### src/rtl/legv8_pkg.sv
// Shared LEGv8 fetch-path widths, fetch FSM states and the fetch buffer entry layout.
package legv8_pkg;

    localparam int ADDR_W      = 64;
    localparam int INSTR_W     = 32;
    localparam int INSTR_BYTES = 4;

    typedef enum logic [0:0] {
        RUN   = 1'b0,
        FAULT = 1'b1
    } fetch_state_t;

    typedef struct packed {
        logic [ADDR_W-1:0]  pc;
        logic [INSTR_W-1:0] instr;
    } fetch_entry_t;

endpackage

### src/rtl/fetch_fifo.sv
// Two-entry {pc, instr} fetch buffer; a full buffer accepts a push on the same edge as a pop.
module fetch_fifo
    import legv8_pkg::*;
(
    input  logic         clk,
    input  logic         reset,
    input  logic         push,
    input  fetch_entry_t push_entry,
    input  logic         pop,
    input  logic         flush,
    output fetch_entry_t head_entry,
    output logic         full,
    output logic         empty
);

    fetch_entry_t slots [2];
    logic         rd_ptr;
    logic         wr_ptr;
    logic [1:0]   count;
    logic         do_push;
    logic         do_pop;

    assign full  = (count == 2'd2);
    assign empty = (count == 2'd0);

    // A flush discards everything, including anything offered on the same edge.
    assign do_push = push & (~full | pop) & ~flush;
    assign do_pop  = pop & ~empty & ~flush;

    assign head_entry = slots[rd_ptr];

    always_ff @(posedge clk or posedge reset) begin
        if (reset) begin
            for (int i = 0; i < 2; i++) begin
                slots[i] <= '0;
            end
            rd_ptr <= 1'b0;
            wr_ptr <= 1'b0;
            count  <= 2'd0;
        end else if (flush) begin
            rd_ptr <= 1'b0;
            wr_ptr <= 1'b0;
            count  <= 2'd0;
        end else begin
            if (do_push) begin
                slots[wr_ptr] <= push_entry;
                wr_ptr        <= ~wr_ptr;
            end
            if (do_pop) begin
                rd_ptr <= ~rd_ptr;
            end
            count <= count + {1'b0, do_push} - {1'b0, do_pop};
        end
    end

endmodule

### src/rtl/fetch_sequencer.sv
// Owns the LEGv8 program counter, fetches instruction words into a 2-entry buffer
// and hands them to decode; redirects flush and restart, bad PCs raise a sticky fault.
module fetch_sequencer
    import legv8_pkg::*;
#(
    parameter logic [ADDR_W-1:0] RESET_PC  = 64'h0,
    parameter int unsigned       PC_STEP   = 4,
    parameter int unsigned       IMEM_SIZE = 2048
) (
    input  logic               clk,
    input  logic               reset,
    input  logic               fetch_enable,
    output logic [ADDR_W-1:0]  imem_address,
    input  logic [INSTR_W-1:0] imem_data,
    input  logic               redirect_valid,
    input  logic [ADDR_W-1:0]  redirect_target,
    output logic               out_valid,
    output logic [INSTR_W-1:0] out_instr,
    output logic [ADDR_W-1:0]  out_pc,
    input  logic               out_ready,
    output logic               fetch_fault,
    output logic [31:0]        retired_count
);

    localparam int SUM_W = ADDR_W + 1;

    fetch_state_t state;
    logic [ADDR_W-1:0] pc;
    logic         pc_legal;
    logic         target_legal;
    logic         push;
    logic         pop;
    logic         fifo_full;
    logic         fifo_empty;
    fetch_entry_t push_entry;
    fetch_entry_t head_entry;

    // One extra bit keeps pc + 4 from wrapping near the top of the address space.
    function automatic logic is_legal(input logic [ADDR_W-1:0] addr);
        logic [SUM_W-1:0] end_addr;
        end_addr = {1'b0, addr} + SUM_W'(INSTR_BYTES);
        return (addr[1:0] == 2'b00) && (end_addr <= SUM_W'(IMEM_SIZE));
    endfunction

    assign pc_legal     = is_legal(pc);
    assign target_legal = is_legal(redirect_target);

    assign out_valid    = ~fifo_empty;
    assign out_instr    = head_entry.instr;
    assign out_pc       = head_entry.pc;
    assign imem_address = pc;
    assign fetch_fault  = (state == FAULT);

    assign pop  = out_valid & out_ready;
    assign push = (state == RUN) & fetch_enable & pc_legal & ~redirect_valid
                & (~fifo_full | pop);

    assign push_entry = '{pc: pc, instr: imem_data};

    // A redirect wins over everything else and decides on its own whether fetch may resume.
    always_ff @(posedge clk or posedge reset) begin
        if (reset) begin
            state <= RUN;
            pc    <= RESET_PC;
        end else if (redirect_valid) begin
            pc    <= redirect_target;
            state <= target_legal ? RUN : FAULT;
        end else if (state == RUN && fetch_enable) begin
            if (!pc_legal) begin
                state <= FAULT;
            end else if (push) begin
                pc <= pc + ADDR_W'(PC_STEP);
            end
        end
    end

    always_ff @(posedge clk or posedge reset) begin
        if (reset) begin
            retired_count <= 32'd0;
        end else if (pop) begin
            retired_count <= retired_count + 32'd1;
        end
    end

    fetch_fifo u_fetch_fifo (
        .clk        (clk),
        .reset      (reset),
        .push       (push),
        .push_entry (push_entry),
        .pop        (pop),
        .flush      (redirect_valid),
        .head_entry (head_entry),
        .full       (fifo_full),
        .empty      (fifo_empty)
    );

endmodule

### config.mk
export PLATFORM = sky130hd
export DESIGN_NAME = fetch_sequencer
export DESIGN_NICKNAME = d
export VERILOG_FILES = /design/src/rtl/legv8_pkg.sv /design/src/rtl/fetch_fifo.sv /design/src/rtl/fetch_sequencer.sv
export SDC_FILE = /design/constraint.sdc
export NUM_CORES = 1
export LEC_CHECK = 0
export CORE_UTILIZATION = 47
export DETAILED_ROUTE_END_ITERATION = 8
export GPL_ROUTABILITY_DRIVEN = 0
export PLACE_DENSITY = 0.83
export SLEW_MARGIN = 20
export SYNTH_ARGS = -nofsm -noshare
export SYNTH_HDL_FRONTEND = slang
export SYNTH_SLANG_ARGS = --single-unit
### constraint.sdc
create_clock -name clk -period 9.2 [get_ports clk]
set_clock_uncertainty 0.1 [all_clocks]
set_input_delay 1.84 -clock clk [delete_from_list [all_inputs] [get_ports clk]]
set_output_delay 1.84 -clock clk [all_outputs]
set_load 0.005 [all_outputs]
Word level (Yosys, flattened, before mapping)
Index checks and enable logic that the tools add are counted.
- input port bits: 101
- register bits: 293
- output and inout port bits: 194
- logic and storage cells: 75
- multiplexer cells: 19
- magnitude comparators: 5
- reduce and logical (&&, ||, !) cells: 15
- bitwise logic cells: 18
- add/subtract/negate cells: 6
- eq/ne operators: 2
- operators by type and width (kind ; count):
    2-to-1 mux 96 bit ; 4
    2-to-1 mux 64 bit ; 4
    bitwise mux 192 bit ; 1
    adder 64 x 3 -> 65 bit, second input constant ; 2
    less-or-equal comparator 65 x 12 -> 1 bit, second input constant ; 2
    demux 96 bit (select 1 bit) ; 1
    adder 64 x 3 -> 64 bit, second input constant ; 1
    adder 32 x 1 -> 32 bit, second input constant ; 1
    nonzero test 2 bit ; 5
    bitwise AND 1 bit ; 9
    2-to-1 mux 1 bit ; 8
    logical NOT 2 bit ; 3
    inverter 1 bit ; 6
    >= comparator 2 bit, second input constant ; 2
    logical AND 1 bit ; 4
    inverter 1 -> 2 bit ; 2
    AND reduction 2 bit ; 2
    AND reduction 3 bit ; 1
    adder 2 x 1 -> 2 bit ; 1
    == test 2 bit, second input constant ; 1
    less-than comparator 2 x 1 -> 1 bit, second input constant ; 1
    2-to-1 mux 2 bit ; 1
    inequality test 2 bit, second input constant ; 1
    subtractor 2 x 1 -> 2 bit ; 1
    OR 1 bit ; 1

Logic depth before layout (Yosys ltp)
Gate-level depths: netlist (run 1).
- word-level depth: 11
- gate-level depth with buffers: 16
- depth with buffers taken out: 14

Modules after synthesis
A second synthesis (run 1) with hierarchy kept.
- cells, all modules: 1333
- area, all modules: 15583.7 um^2
- modules (own cells, without submodules) (module ; seq. area each (um^2) ; times used ; cells an instance ; area an instance (um^2)):
    fetch_fifo ; 4904.7 ; 1 ; 538 ; 8628.3
    fetch_sequencer ; 2427.3 ; 1 ; 795 ; 6955.4

Worst setup path after synthesis (run 1)
Ideal clock, no wire load.
- kind: register -> register
- from: reg pc[2] (netlist: imem_address[2])
- to: reg u_fetch_fifo.count[1]
- slack: 5.362 ns
- library setup time: 0.130 ns
- stages on the path, launching flop included: 16
- data arrival time: 3.608 ns
- required time: 8.970 ns
- period minus slack after synthesis: 3.838 ns
- path buffers: 1
- cell sequence: dfrtp_1 -> ha_1 -> nand2_1 -> nor4_2 -> nand3_1 -> or4_1 -> a22oi_1 -> nand2_1 -> nor3_2 -> buf_2 -> nand2_1 -> nor2_1 -> ha_1 -> xor2_1 -> xnor2_1 -> nor2_1
- longest elaborated chain between the ends: 11
- RTL lines (element ; line ; RTL):
    start, declared ; fetch_sequencer.sv:28 ; logic [ADDR_W-1:0] pc;
    start signal, assigned ; fetch_sequencer.sv:66 ; pc <= redirect_target;
    start signal, assigned ; fetch_sequencer.sv:72 ; pc <= pc + ADDR_W'(PC_STEP);
    adder 64 x 3 -> 65 bit ; fetch_sequencer.sv:41 ; end_addr = {1'b0, addr} + SUM_W'(INSTR_BYTES);
    less-or-equal comparator 65 x 12 -> 1 bit ; fetch_sequencer.sv:42 ; return (addr[1:0] == 2'b00) && (end_addr <= SUM_W'(IMEM_SIZE));
    logical AND 1 bit ; fetch_sequencer.sv:42 ;
    bitwise AND 1 bit (2 in series) ; fetch_sequencer.sv:55 ; assign push = (state == RUN) & fetch_enable & pc_legal & ~redirect_valid
    bitwise AND 1 bit ; fetch_sequencer.sv:56 ; & (~fifo_full | pop);
    bitwise AND 1 bit (2 in series) ; fetch_fifo.sv:27 ; assign do_push = push & (~full | pop) & ~flush;
    adder 2 x 1 -> 2 bit ; fetch_fifo.sv:52 ; count <= count + {1'b0, do_push} - {1'b0, do_pop};
    subtractor 2 x 1 -> 2 bit ; fetch_fifo.sv:52 ;
    2-to-1 mux 2 bit ; fetch_fifo.sv:40 ; end else if (flush) begin
    end signal, assigned ; fetch_fifo.sv:52 ;
    end, declared ; fetch_fifo.sv:19 ; logic [1:0] count;
No other way between the ends.
A chain may end at the register's enable or synchronous reset.

Worst setup path after layout (run 1)
- from: reg pc[2] (netlist: imem_address[2])
- to: reg u_fetch_fifo.slots[13] (netlist name)
- longest elaborated chain between the ends: 9
- RTL lines (element ; line ; RTL):
    adder 64 x 3 -> 65 bit ; fetch_sequencer.sv:41 ;
    less-or-equal comparator 65 x 12 -> 1 bit ; fetch_sequencer.sv:42 ;
    logical AND 1 bit ; fetch_sequencer.sv:42 ;
    bitwise AND 1 bit (2 in series) ; fetch_sequencer.sv:55 ;
    bitwise AND 1 bit ; fetch_sequencer.sv:56 ;
    bitwise AND 1 bit (2 in series) ; fetch_fifo.sv:27 ;
    AND reduction 2 bit (no line) ; - ;
    end signal, assigned by index ; fetch_fifo.sv:46 ; slots[wr_ptr] <= push_entry;
    end, declared ; fetch_fifo.sv:16 ; fetch_entry_t slots [2];
No other way between the ends.

==> results of run 1 <==
## synth_stat cells, types with 23 or more instances
cell type                  count
sky130_fd_sc_hd__and2_1      119
sky130_fd_sc_hd__nand4_1      43
sky130_fd_sc_hd__nand3_1      46
sky130_fd_sc_hd__nor3_1       32
sky130_fd_sc_hd__xnor2_1      41
sky130_fd_sc_hd__dfrtp_1     293
sky130_fd_sc_hd__and3_1       33
sky130_fd_sc_hd__mux2_2      147
sky130_fd_sc_hd__nor2_1       51
sky130_fd_sc_hd__mux2_1       72
sky130_fd_sc_hd__nand2_1      58
sky130_fd_sc_hd__clkbuf_1     23
## flip-flops by register name (all words and copies together), names as in the netlist
signal / flops
u_fetch_fifo.slots: 192
fetch_fault: 1
imem_address: 64
retired_count: 32
u_fetch_fifo.count: 2
u_fetch_fifo.rd_ptr: 1
u_fetch_fifo.wr_ptr: 1
## cells by family (layout without fill, tap and decap cells)
group	after synthesis	after routing
xor+xnor	58	58
flops	293	293
simple gates	464	464
compound gates	97	97
fa+ha+maj	5	5
mux	240	240
buf+inv	76	380
## layer usage
metal	routed length, µm	global-route usage (%)	up-vias	part of all wire, %
met2	18100	40.3	489	47
met1	15900	31.9	5417	42
met4	1140	7.94	2	3.0
li1	-	-	5034	-
met3	2960	4.83	88	7.8
met5	13	0	-	0.034
## worst paths after layout
| kind | startpoint | endpoint | slack (ns) | cells after the start |
|---|---|---|---|---|
| worst max register to register | imem_address[2]$_DFFE_PP0P_ | u_fetch_fifo.slots[13]$_DFFE_PP0P_ | 3.61 | 10 |
| worst min-delay path | retired_count[31]$_DFFE_PP0P_ | retired_count[31]$_DFFE_PP0P_ | 0.37 | 1 |
| worst max-delay path | imem_address[2]$_DFFE_PP0P_ | u_fetch_fifo.slots[13]$_DFFE_PP0P_ | 3.61 | 10 |
| min in group asynchronous | reset | u_fetch_fifo.slots[148]$_DFFE_PP0P_ | 1.74 | 3 |
| max in group asynchronous | reset | u_fetch_fifo.rd_ptr$_DFFE_PP0P_ | 5.84 | 4 |
| worst min register to register | retired_count[31]$_DFFE_PP0P_ | retired_count[31]$_DFFE_PP0P_ | 0.37 | 1 |
## per-stage QoR
stage	cells	setup slack (ns)	hold WS, ns	instance area, µm²	power, mW
2_1_floorplan	1233	3.37	0.347	14400	1.51
3_3_place_gp	1871	3.54	0.355	17600	1.68
3_5_place_dp	1871	3.50	0.365	17600	1.68
4_1_cts	1927	3.68	0.373	18600	2.98
5_1_grt	1927	3.21	0.386	18600	3.06
6_report	1927	3.61	0.370	18600	2.96
## layout make-up
type	count	area [µm²]	area share, %
repair buffers	302	3010	16.1
multi-input cells	864	6670	35.8
clock buffers	44	875	4.69
clock inverters	12	180	0.967
flip-flops and latches	293	7340	39.4
well taps	390	488	2.62
inverters	22	86.3	0.463
## worst max-delay path, stage by stage, from the launching register on
cell and delay [ns]:
sky130_fd_sc_hd__dfrtp_1 0.52, sky130_fd_sc_hd__ha_1 0.32, sky130_fd_sc_hd__nand2_1 0.22, sky130_fd_sc_hd__nor4_1 0.76, sky130_fd_sc_hd__a31oi_1 0.23, sky130_fd_sc_hd__nor4_1 0.42
sky130_fd_sc_hd__o2111ai_1 0.34, sky130_fd_sc_hd__nor3_2 0.84, sky130_fd_sc_hd__nand4_4 0.66, sky130_fd_sc_hd__buf_4 0.58, sky130_fd_sc_hd__mux2_1 0.41
## where the power goes
| part | internal [mW] | leakage (nW) | switching (mW) |
|---|---|---|---|
| Combinational | 0.150 | 3.96 | 0.127 |
| Sequential | 1.32 | 3.93 | 0.0672 |
| Clock | 0.773 | 0.514 | 0.522 |
==> impl_results.md, run 1 <==
* Overall routing resource usage at between 20 and 25%
* Achievable frequency at 179 MHz
* Clock tree from TritonCTS: yes
* CTS H-Tree Depth at 1
* Simple-gate share of the synthesized area at 18.6%
* Post-route fraction of the period consumed by the critical path at between 60% and 70%
* TritonCTS buffer count at 31
* Vertical die dimension at 177 µm
* RSZ-0062 raised after global routing: false
* Result of the run: finished clean
* Area fraction in compound gates after synthesis at under 10%
* HP Class: register to register
* Port buffer count at 294
* Actual slew at the worst max-slew pin at roughly 1.1 ns
* Type of element capturing the critical path: register
* Number of distinct standard cells referenced by the synthesized netlist at 68
* Post-route DRC violation count at 0
* Post-synthesis register bit count at 293
* Crit path time final at 5.59 ns
* Arrival time of data at the critical path endpoint at roughly 5.9 ns
* Critical path launch point type: register
* Top library cells by usage in the layout, fill and taps aside: sky130_fd_sc_hd__clkdlybuf4s50_1 (293), sky130_fd_sc_hd__dfrtp_1 (292), sky130_fd_sc_hd__mux2_2 (147), sky130_fd_sc_hd__and2_1 (119), sky130_fd_sc_hd__mux2_1 (72)
* Resized cells post-CTS at 0
* Filler cells at 2303
* Sequential area share after synthesis at 51.0%
* Cells after synthesis at 1233
* Top FF cell, synth: sky130_fd_sc_hd__dfrtp_1
* Grt total ovfl at 0
* Number of placement rows at 63
* Count of synthesis-stage warnings from yosys at 0
* Routed vias at 11030
* Share of the synthesized netlist area taken by xor and xnor gates at 3.54%
* Power per unit of standard cell area at 159 nW/µm²
* Vias in the first global route at around 11000
* Antenna cells at 0
* Area delta synth->final at 29.7%
* Initial drt markers at 829
* Clock Tree Buf Depth at 3
* Share of final-layout standard cells stronger than drive strength 1 at 15.3%
* Core Area at around 30000 µm²
* Biggest area contributors in the synthesized netlist: sky130_fd_sc_hd__dfrtp_1 (51%), sky130_fd_sc_hd__mux2_2 (12%), sky130_fd_sc_hd__mux2_1 (5.6%)
* Number of nets in the layout at 1620
* Dominant combinational cell family by area after synthesis: multiplexers
* First-pass GRT wire length at ~60 mm
* Number of iterations in the first detailed-routing pass at 5
* Per-cell via count in the routed design at 5.72
* Final hold viol count at 0
* Final TNS setup at 0 ns
* Highest fanout seen on the critical path at 50
* Clock-pin slew reported for the worst setup and hold paths after clock tree synthesis at about 0.06 ns
* Clock latency on the worst-skew pair at 0.57 ns
* Library cell used as clock root buffer: sky130_fd_sc_hd__clkbuf_16
* Max-Cap Viols at 0
* Number of buffers inserted for hold repair after clock tree synthesis at 0
* Final routed wirelength across all metal layers at between 30 and 40 mm
* TritonCTS Sinks at 293
* DP HPWL at 26.6 mm
* Top-level port count at a little under 300
* Leak pwr at 8.40 nW
* Adder-cell share of the synthesized area at less than 1%
* Syn nets at 1339
* Cell accounting for the most synthesized area: sky130_fd_sc_hd__dfrtp_1
* Max VDD drop at 0.155 mV
* Effective utilization at floorplan at 48.1%
* Detailed-route wire length per cell at 19.8 µm
* Initial antenna violation count at 2
* Number of routed nets with antenna violations at 0
* Width of the die at ~180 µm
* Overall die area at 31300 µm²
* Setup violation total in the final timing report at 0
* Per-instance average area after synthesis at 11.7 µm²
* Worst relative slew slack at 29.1%
* End-of-flow core utilization at 62.4%
* Post-synth design cell area at 14400 µm²
* Proportion of synthesized area in mux cells at 19.0%
* Count of final max-slew check failures at 0
* Pin count of the biggest net entering global routing at 83
* Kind of critical path: register to register
* Share of flip-flops with an asynchronous set or reset at 100%
* Leading cell type in the layout, fill and taps excluded: sky130_fd_sc_hd__clkdlybuf4s50_1
* Required time worst endpoint at 9.55 ns
* Number of post-CTS setup repair buffers at 0
* Number of enable flip-flop cells after synthesis at 0
* Area fraction of the dominant cell type after synthesis at about half
Power figures use the tool's default switching activity.
==> run 2: changes to the inputs <==
- clock period: 9.2 -> 4.9 ns (I/O delays scaled with it)
==> run 2 against run 1 <==
Combinational power is 92% higher. Hold slack better by 0.0056 ns. Flip-flop and latch count stayed put. Critical path type unchanged. Largest cell class unchanged. Highest routed layer unchanged.
==> impl_results.md, run 2 (same netlist as run 1, synthesis figures left out) <==
* Result of the run: finished clean (unchanged)
* Clock tree from TritonCTS: yes (unchanged)
* Stages on worst setup path at 10 (unchanged)
* Cell count of the worst reg-to-reg path at 10 (unchanged)
* Internal power consumption at 4.25 mW (was 2.24 mW)
* Number of placement rows at 63 (unchanged)
* Initial drt markers at 635 (was 829)
* Filler cells at 2281 (was 2303)
* Clock-pin slew reported for the worst setup and hold paths after clock tree synthesis at 0.06 ns (about the same)
* Final TNS setup at 0 ns (unchanged)
* Clock Tree Buf Depth at 3 (unchanged)
* First-pass GRT wire length at 60.5 mm (was 60.7 mm)
* End-of-flow core utilization at 63.1% (was 62.4%)
* Critical path launch point type: register (unchanged)
* Setup violation total in the final timing report at 0 (unchanged)
* Detailed-route wire length per cell at 19.4 µm (was 19.8 µm)
* Register ranked first by flip-flop count: u_fetch_fifo.slots (unchanged)
* Max-Cap Viols at 0 (unchanged)
* Number of buffers inserted for hold repair after clock tree synthesis at 0 (unchanged)
* Overall die area at 31300 µm² (unchanged)
* Crit path time final at 4.57 ns (was 5.59 ns)
* Top library cells by usage in the layout, fill and taps aside: sky130_fd_sc_hd__clkdlybuf4s50_1 (293), sky130_fd_sc_hd__dfrtp_1 (292), sky130_fd_sc_hd__mux2_2 (147), sky130_fd_sc_hd__and2_1 (119), sky130_fd_sc_hd__mux2_1 (72) (unchanged)
* Vertical die dimension at 177 µm (unchanged)
* Clock power frac at 44.0% (was 43.8%)
* Share of final-layout standard cells stronger than drive strength 1 at 16.1% (was 15.3%)
* Leak pwr at 8.52 nW (was 8.40 nW)
* Leading cell type in the layout, fill and taps excluded: sky130_fd_sc_hd__clkdlybuf4s50_1 (unchanged)
* Switching Share at 24.0% (was 24.2%)
* Power after layout at 5.59 mW (was 2.96 mW)
* Number of routed nets with antenna violations at 0 (unchanged)
* Capturing point of the worst reg2reg path: u_fetch_fifo.slots[123]$_DFFE_PP0P_ (was u_fetch_fifo.slots[13]$_DFFE_PP0P_)
* Post-route fraction of the period consumed by the critical path at 93.2% (was 60.8%)
* Setup slack of the worst register-to-register path at 0.33 ns (was 3.61 ns)
* Final routed wirelength across all metal layers at 37.6 mm (was 38.1 mm)
* Per-cell via count in the routed design at 5.68 (was 5.72)
* HP Class: register to register (unchanged)
* TritonCTS Sinks at 293 (unchanged)
* Max VDD drop at 0.239 mV (was 0.155 mV)
* Number of iterations in the first detailed-routing pass at 5 (unchanged)
* Timing startpoint of the critical path: imem_address[2]$_DFFE_PP0P_ (unchanged)
* Number of post-CTS setup repair buffers at 0 (unchanged)
* Grt total ovfl at 0 (unchanged)
* Actual slew at the worst max-slew pin at 0.907 ns (was 1.06 ns)
* Worst r2r src: imem_address[2]$_DFFE_PP0P_ (unchanged)
* RSZ-0062 raised after global routing: false (unchanged)
* Crit-path leading delay family: simple AND/OR/NAND/NOR gates (unchanged)
* Highest fanout seen on the critical path at 96 (was 50)
* Effective utilization at floorplan at 48.1% (unchanged)
* Type of element capturing the critical path: register (unchanged)
* Worst setup endpoint: u_fetch_fifo.slots[123]$_DFFE_PP0P_ (was u_fetch_fifo.slots[13]$_DFFE_PP0P_)
* Library cell contributing the largest single delay on the critical path: sky130_fd_sc_hd__nor4_1 (was sky130_fd_sc_hd__nor3_2)
* Combinational group share of total power at 9.5% (was 9.4%)
* Overall routing resource usage at 24.3% (about the same)
* Slowest cell delay on critical path at 0.74 ns (was 0.84 ns)
* Power per unit of standard cell area at 297 nW/µm² (was 159 nW/µm²)
* Final hold viol count at 0 (unchanged)
* CTS H-Tree Depth at 2 (was 1)
* Number of flip-flops in the largest register at 192 (unchanged)
* Number of nets in the layout at 1633 (was 1620)
* Routed vias at 11028 (was 11030)
* Library cell used as clock root buffer: sky130_fd_sc_hd__clkbuf_16 (unchanged)
* Hold-critical path depth at 1 (unchanged)
* Port buffer count at 294 (unchanged)
* Achievable frequency at 219 MHz (was 179 MHz)
* Post-route DRC violation count at 0 (unchanged)
* Width of the die at 177 µm (unchanged)
* Vias in the first global route at 11401 (was 11024)
* Net switching power figure at 1.34 mW (was 0.716 mW)
* Clock latency on the worst-skew pair at 0.51 ns (was 0.57 ns)
* DP HPWL at 26.4 mm (was 26.6 mm)
* Dominant cell type by count on the critical path: sky130_fd_sc_hd__nor4_1 (unchanged)
* CP cell instances: ha_1 -> nand2_1 -> nor4_1 -> a31oi_1 -> nor4_1 -> o2111ai_1 -> nor3_2 -> nand4_4 -> buf_12 -> mux2_1 (was ha_1 -> nand2_1 -> nor4_1 -> a31oi_1 -> nor4_1 -> o2111ai_1 -> nor3_2 -> nand4_4 -> buf_4 -> mux2_1)
* Kind of critical path: register to register (unchanged)
* TritonCTS buffer count at 34 (was 31)
* Count of final max-slew check failures at 0 (unchanged)
* Arrival time of data at the critical path endpoint at 4.84 ns (was 5.94 ns)
* Worst relative slew slack at 39.5% (was 29.1%)
* Initial antenna violation count at 3 (was 2)
* Pin count of the biggest net entering global routing at 97 (was 83)
* Proportion of power drawn by flip-flops and latches at 46.4% (was 46.9%)
* Top-level port count at 295 (unchanged)
* Buf+Inv Stages, Crit Path at 1 (unchanged)
* Area delta synth->final at 31.2% (was 29.7%)
* Resized cells post-CTS at 0 (unchanged)
* Required time worst endpoint at 5.17 ns (was 9.55 ns)
* Core Area at 29900 µm² (unchanged)
-- run 2: changes by cell type in the layout (fill, tap and decap cells not counted), moves of 2 or more --
cell / change
sky130_fd_sc_hd__buf_4: +4
sky130_fd_sc_hd__clkbuf_16: +4
sky130_fd_sc_hd__buf_6: -2
sky130_fd_sc_hd__bufinv_16: -2
sky130_fd_sc_hd__clkinv_2: +4
sky130_fd_sc_hd__clkinv_8: +2
sky130_fd_sc_hd__clkinvlp_4: -2
sky130_fd_sc_hd__buf_12: +8
sky130_fd_sc_hd__clkbuf_1: -3
-- run 2: how the worst min path moves through the flow --
| stage | startpoint | endpoint | slack, ns |
|---|---|---|---|
| final | u_fetch_fifo.slots[149]$_DFFE_PP0P_ | u_fetch_fifo.slots[149]$_DFFE_PP0P_ | 0.38 |
| after global routing | u_fetch_fifo.slots[66]$_DFFE_PP0P_ | u_fetch_fifo.slots[66]$_DFFE_PP0P_ | 0.39 |
| after CTS | retired_count[31]$_DFFE_PP0P_ | retired_count[31]$_DFFE_PP0P_ | 0.38 |
| after detailed placement | u_fetch_fifo.slots[59]$_DFFE_PP0P_ | u_fetch_fifo.slots[59]$_DFFE_PP0P_ | 0.37 |
| after global placement | retired_count[31]$_DFFE_PP0P_ | retired_count[31]$_DFFE_PP0P_ | 0.36 |
| after floorplan | u_fetch_fifo.slots[32]$_DFFE_PP0P_ | u_fetch_fifo.slots[32]$_DFFE_PP0P_ | 0.35 |
-- run 2: layout make-up --
class                           count  area (µm²)  share of cell area [%]
Clock inverter                     14         146                   0.777
Inverter                           22        86.3                   0.458
Timing Repair Buffer              312        3170                    16.8
Antenna cell                        1        2.50                  0.0133
Sequential cell                   293        7340                    38.9
Clock buffer                       44         950                    5.04
Tap cell                          390         488                    2.59
Multi-Input combinational cell    864        6670                    35.4
-- run 2: power by group through the flow --
| stage | registers (mW) | logic [mW] | clock network, mW |
|---|---|---|---|
| 4_1_cts | 2.59 | 0.535 | 2.53 |
| 3_3_place_gp | 2.63 | 0.521 | 0 |
| 3_5_place_dp | 2.63 | 0.530 | 0 |
| 5_1_grt | 2.61 | 0.580 | 2.62 |
| 2_1_floorplan | 2.60 | 0.234 | 0 |
| 6_report | 2.60 | 0.533 | 2.46 |
-- run 2: metrics by stage --
step	instance area, µm²	std cells	worst slack, ns	hold WS, ns
5_1_grt	18800	1939	0.136	0.388
4_1_cts	18800	1938	0.503	0.378
3_5_place_dp	17700	1880	0.542	0.365
3_3_place_gp	17700	1880	0.594	0.356
2_1_floorplan	14400	1233	-0.0691	0.347
6_report	18800	1940	0.333	0.376
-- run 2: metal layers --
layer | vias up | GRT usage, % | share of wire [%]
met5 | - | 0 | 0.056
met4 | 4 | 8.55 | 3.3
met2 | 395 | 40.7 | 48
met3 | 100 | 5.99 | 7.7
li1 | 5059 | - | -
met1 | 5470 | 30.5 | 41
==> run 3: changes to the inputs <==
- ABC_AREA: default -> 1
- CORE_UTILIZATION: 47 -> 49
- PLACE_DENSITY: 0.83 -> 0.84
==> run 3 against run 2 <==
Core utilization grew 0.43 points. Design area rose by 14%. Largest power group is now the clock network. Area after synthesis is 19% higher. Critical endpoint is now imem_address[47]$_DFFE_PP0P_. Hold slack worse by 0.011 ns. Flip-flop and latch count unchanged. Worst setup slack better by 0.54 ns. Synthesized cell count increased by 100%. Highest routed layer unchanged. Sequential share of layout area fell by 4.8 points.
==> impl_results.md, run 3 <==
* Result of the run: finished clean (unchanged)
* Per-instance average area after synthesis at 6.79 µm² (was 11.7 µm²)
* RSZ-0062 raised after global routing: false (unchanged)
* Post-synthesis register bit count at 293 (unchanged)
* Top FF cell, synth: sky130_fd_sc_hd__dfrtp_1 (unchanged)
* Register ranked first by flip-flop count: u_fetch_fifo.slots (unchanged)
* Worst relative slew slack at 26.2% (was 39.5%)
* CTS H-Tree Depth at 1 (was 2)
* Fin Hold WS at 0.365 ns (was 0.376 ns)
* Kind of critical path: register to register (unchanged)
* Critical path launch point type: register (unchanged)
* TritonCTS buffer count at 31 (was 34)
* Net switching power figure at 1.49 mW (was 1.34 mW)
* Per-cell via count in the routed design at 5.57 (was 5.68)
* DP HPWL at 40.7 mm (was 26.4 mm)
* Number of post-CTS setup repair buffers at 0 (unchanged)
* Clock-pin slew reported for the worst setup and hold paths after clock tree synthesis at 0.06 ns (about the same)
* Count of final max-slew check failures at 0 (unchanged)
* Overall die area at 35600 µm² (was 31300 µm²)
* Filler cells at 2907 (was 2281)
* Leak pwr at 10.9 nW (was 8.52 nW)
* Setup violation total in the final timing report at 0 (unchanged)
* Port buffer count at 294 (unchanged)
* Clock power frac at 44.3% (was 44.0%)
* Worst setup slack after placement at 0.739 ns (was 0.542 ns)
* Share of flip-flops with an asynchronous set or reset at 100% (unchanged)
* Width of the die at 189 µm (was 177 µm)
* TritonCTS Sinks at 293 (unchanged)
* Clock latency on the worst-skew pair at 0.57 ns (was 0.51 ns)
* Library cell used as clock root buffer: sky130_fd_sc_hd__clkbuf_16 (unchanged)
* Max VDD drop at 0.298 mV (was 0.239 mV)
* Power after layout at 5.88 mW (was 5.59 mW)
* Initial drt markers at 2403 (was 635)
* Top-level port count at 295 (unchanged)
* Setup WS post-layout at 0.875 ns (was 0.333 ns)
* Count of synthesis-stage warnings from yosys at 0 (unchanged)
* Routed vias at 18067 (was 11028)
* Core Area at 33900 µm² (was 29900 µm²)
* Number of enable flip-flop cells after synthesis at 0 (unchanged)
* Final routed wirelength across all metal layers at 57.4 mm (was 37.6 mm)
* Achievable frequency at 248 MHz (was 219 MHz)
* Vertical die dimension at 189 µm (was 177 µm)
* Share of final-layout standard cells stronger than drive strength 1 at 6.55% (was 16.1%)
* Clock Tree Buf Depth at 3 (unchanged)
* Area delta synth->final at 26.1% (was 31.2%)
* Overall routing resource usage at 31.8% (was 24.3%)
* Internal power consumption at 4.39 mW (was 4.25 mW)
* Initial antenna violation count at 2 (was 3)
* Sequential area share after synthesis at 43.0% (was 51.0%)
* Required time worst endpoint at 5.24 ns (was 5.17 ns)
* Placed cell count at 3184 (was 1880)
* First-pass GRT wire length at 89.9 mm (was 60.5 mm)
* Effective utilization at floorplan at 50.4% (was 48.1%)
* Clock tree from TritonCTS: yes (unchanged)
* Number of nets in the layout at 2876 (was 1633)
* Final hold viol count at 0 (unchanged)
* Top library cells by usage in the layout, fill and taps aside: sky130_fd_sc_hd__nand2_1 (1111), sky130_fd_sc_hd__nor2_1 (296), sky130_fd_sc_hd__clkdlybuf4s50_1 (293), sky130_fd_sc_hd__dfrtp_1 (291), sky130_fd_sc_hd__inv_1 (186) (was sky130_fd_sc_hd__clkdlybuf4s50_1 (293), sky130_fd_sc_hd__dfrtp_1 (292), sky130_fd_sc_hd__mux2_2 (147), sky130_fd_sc_hd__and2_1 (119), sky130_fd_sc_hd__mux2_1 (72))
* Syn nets at 2618 (was 1339)
* Number of placement rows at 67 (was 63)
* Post-route fraction of the period consumed by the critical path at 82.1% (was 93.2%)
* Switching Share at 25.4% (was 24.0%)
* Vias in the first global route at 17031 (was 11401)
* Cells after synthesis at 2512 (was 1233)
* Resized cells post-CTS at 0 (unchanged)
* Post-route non-filler standard cell count at 3244 (was 1940)
* Leading cell type in the layout, fill and taps excluded: sky130_fd_sc_hd__nand2_1 (was sky130_fd_sc_hd__clkdlybuf4s50_1)
* Power per unit of standard cell area at 273 nW/µm² (was 297 nW/µm²)
* Combinational group share of total power at 11.7% (was 9.5%)
* Arrival time of data at the critical path endpoint at 4.36 ns (was 4.84 ns)
* Biggest area contributors in the synthesized netlist: sky130_fd_sc_hd__dfrtp_1 (43%), sky130_fd_sc_hd__nand2_1 (24%), sky130_fd_sc_hd__nor2_1 (6.5%) (was sky130_fd_sc_hd__dfrtp_1 (51%), sky130_fd_sc_hd__mux2_2 (12%), sky130_fd_sc_hd__mux2_1 (5.6%))
* Top cells by instance count after synthesis: sky130_fd_sc_hd__nand2_1 (1111), sky130_fd_sc_hd__nor2_1 (297), sky130_fd_sc_hd__dfrtp_1 (293) (was sky130_fd_sc_hd__dfrtp_1 (293), sky130_fd_sc_hd__mux2_2 (147), sky130_fd_sc_hd__and2_1 (119))
* Post-synth design cell area at 17100 µm² (was 14400 µm²)
* Type of element capturing the critical path: register (unchanged)
* HP Class: register to register (unchanged)
* Number of iterations in the first detailed-routing pass at 9 (was 5)
* Detailed-route wire length per cell at 17.7 µm (was 19.4 µm)
* Max-Cap Viols at 0 (unchanged)
* Proportion of power drawn by flip-flops and latches at 44.0% (was 46.4%)
* Number of distinct standard cells referenced by the synthesized netlist at 36 (was 68)
* Actual slew at the worst max-slew pin at 1.11 ns (was 0.907 ns)
* Number of routed nets with antenna violations at 0 (unchanged)
* Grt total ovfl at 0 (unchanged)
* End-of-flow core utilization at 63.5% (was 63.1%)
* Library cell with the highest instance count after synthesis: sky130_fd_sc_hd__nand2_1 (was sky130_fd_sc_hd__dfrtp_1)
* Crit path time final at 4.02 ns (was 4.57 ns)
* Number of buffers inserted for hold repair after clock tree synthesis at 0 (unchanged)
* Highest fanout seen on the critical path at 36 (was 96)
* Post-route DRC violation count at 0 (unchanged)
* Cell accounting for the most synthesized area: sky130_fd_sc_hd__dfrtp_1 (unchanged)
* Number of flip-flops in the largest register at 192 (unchanged)
* Pin count of the biggest net entering global routing at 118 (was 97)
* Area fraction of the dominant cell type after synthesis at 43.0% (was 51.0%)
-- run 3: power by group through the flow --
| stage | clock network [mW] | registers (mW) | logic, mW |
|---|---|---|---|
| after global placement | 0 | 2.62 | 0.650 |
| after CTS | 2.64 | 2.58 | 0.670 |
| final | 2.61 | 2.59 | 0.687 |
| after detailed placement | 0 | 2.63 | 0.665 |
| after global routing | 2.73 | 2.59 | 0.741 |
| after floorplan | 0 | 2.59 | 0.318 |
-- run 3: logic make-up after synthesis --
logic type	synth area share [%]
AOI/OAI and AO/OA	2.52
xor gates and xnor gates	4.52
adders and majority gates	0.367
buffers and inverters	8.20
DFF	43.0
and+or+nand+nor	41.4
-- run 3: path summary, 6_finish.rpt --
check / start / to / slack, ns / cells past startpoint
max: imem_address[2]$_DFFE_PP0P_ / imem_address[47]$_DFFE_PP0P_ / 0.88 / 19
min: retired_count[31]$_DFFE_PP0P_ / retired_count[31]$_DFFE_PP0P_ / 0.36 / 1
max reg2reg: imem_address[2]$_DFFE_PP0P_ / imem_address[47]$_DFFE_PP0P_ / 0.88 / 19
max in group asynchronous: reset / u_fetch_fifo.slots[14]$_DFFE_PP0P_ / 2.87 / 3
min reg2reg: retired_count[31]$_DFFE_PP0P_ / retired_count[31]$_DFFE_PP0P_ / 0.36 / 1
min in group asynchronous: reset / u_fetch_fifo.slots[135]$_DFFE_PP0P_ / 0.77 / 2
-- run 3: routing by layer --
metal  global-route usage [%]  up-vias  part of all wire, %
li1                         -     8237                    -
met1                     41.6     8338                   38
met2                     48.3     1188                   44
met3                     7.92      302                   12
met4                     17.3        2                  6.2
met5                        0        -                0.030
-- run 3: layout make-up --
cell class,instances,area [µm²],area share [%]
Clock buffer,44,925,4.30
Multi-Input combinational cell,1875,8330,38.7
Clock inverter,14,230,1.07
Tap cell,448,561,2.61
Inverter,261,983,4.57
Antenna cell,1,2.50,0.0116
Timing Repair Buffer,308,3140,14.6
Sequential cell,293,7330,34.1
-- run 3: through the flow --
stage	instance area [µm²]	TNS (ns)
2_1_floorplan	17100	-20.26
3_3_place_gp	20300	0
3_5_place_dp	20300	0
4_1_cts	21500	0
5_1_grt	21500	0
6_report	21500	0
-- run 3: critical path, stage by stage, from the launching register on --
cell and delay [ns]:
sky130_fd_sc_hd__dfrtp_1 0.53, sky130_fd_sc_hd__ha_1 0.25, sky130_fd_sc_hd__inv_1 0.13, sky130_fd_sc_hd__nor2_8 0.21, sky130_fd_sc_hd__nand2_1 0.11, sky130_fd_sc_hd__nor2_2 0.28, sky130_fd_sc_hd__nand2_1 0.15, sky130_fd_sc_hd__nand2_1 0.08
sky130_fd_sc_hd__nand2_1 0.05, sky130_fd_sc_hd__inv_1 0.05, sky130_fd_sc_hd__nand2_1 0.05, sky130_fd_sc_hd__nor2_1 0.20, sky130_fd_sc_hd__nand2_1 0.10, sky130_fd_sc_hd__nor2_2 0.14, sky130_fd_sc_hd__nand3_4 0.18, sky130_fd_sc_hd__nor2_8 0.22
sky130_fd_sc_hd__nand2_4 0.19, sky130_fd_sc_hd__nand2_4 0.38, sky130_fd_sc_hd__buf_4 0.35, sky130_fd_sc_hd__o21ai_0 0.13
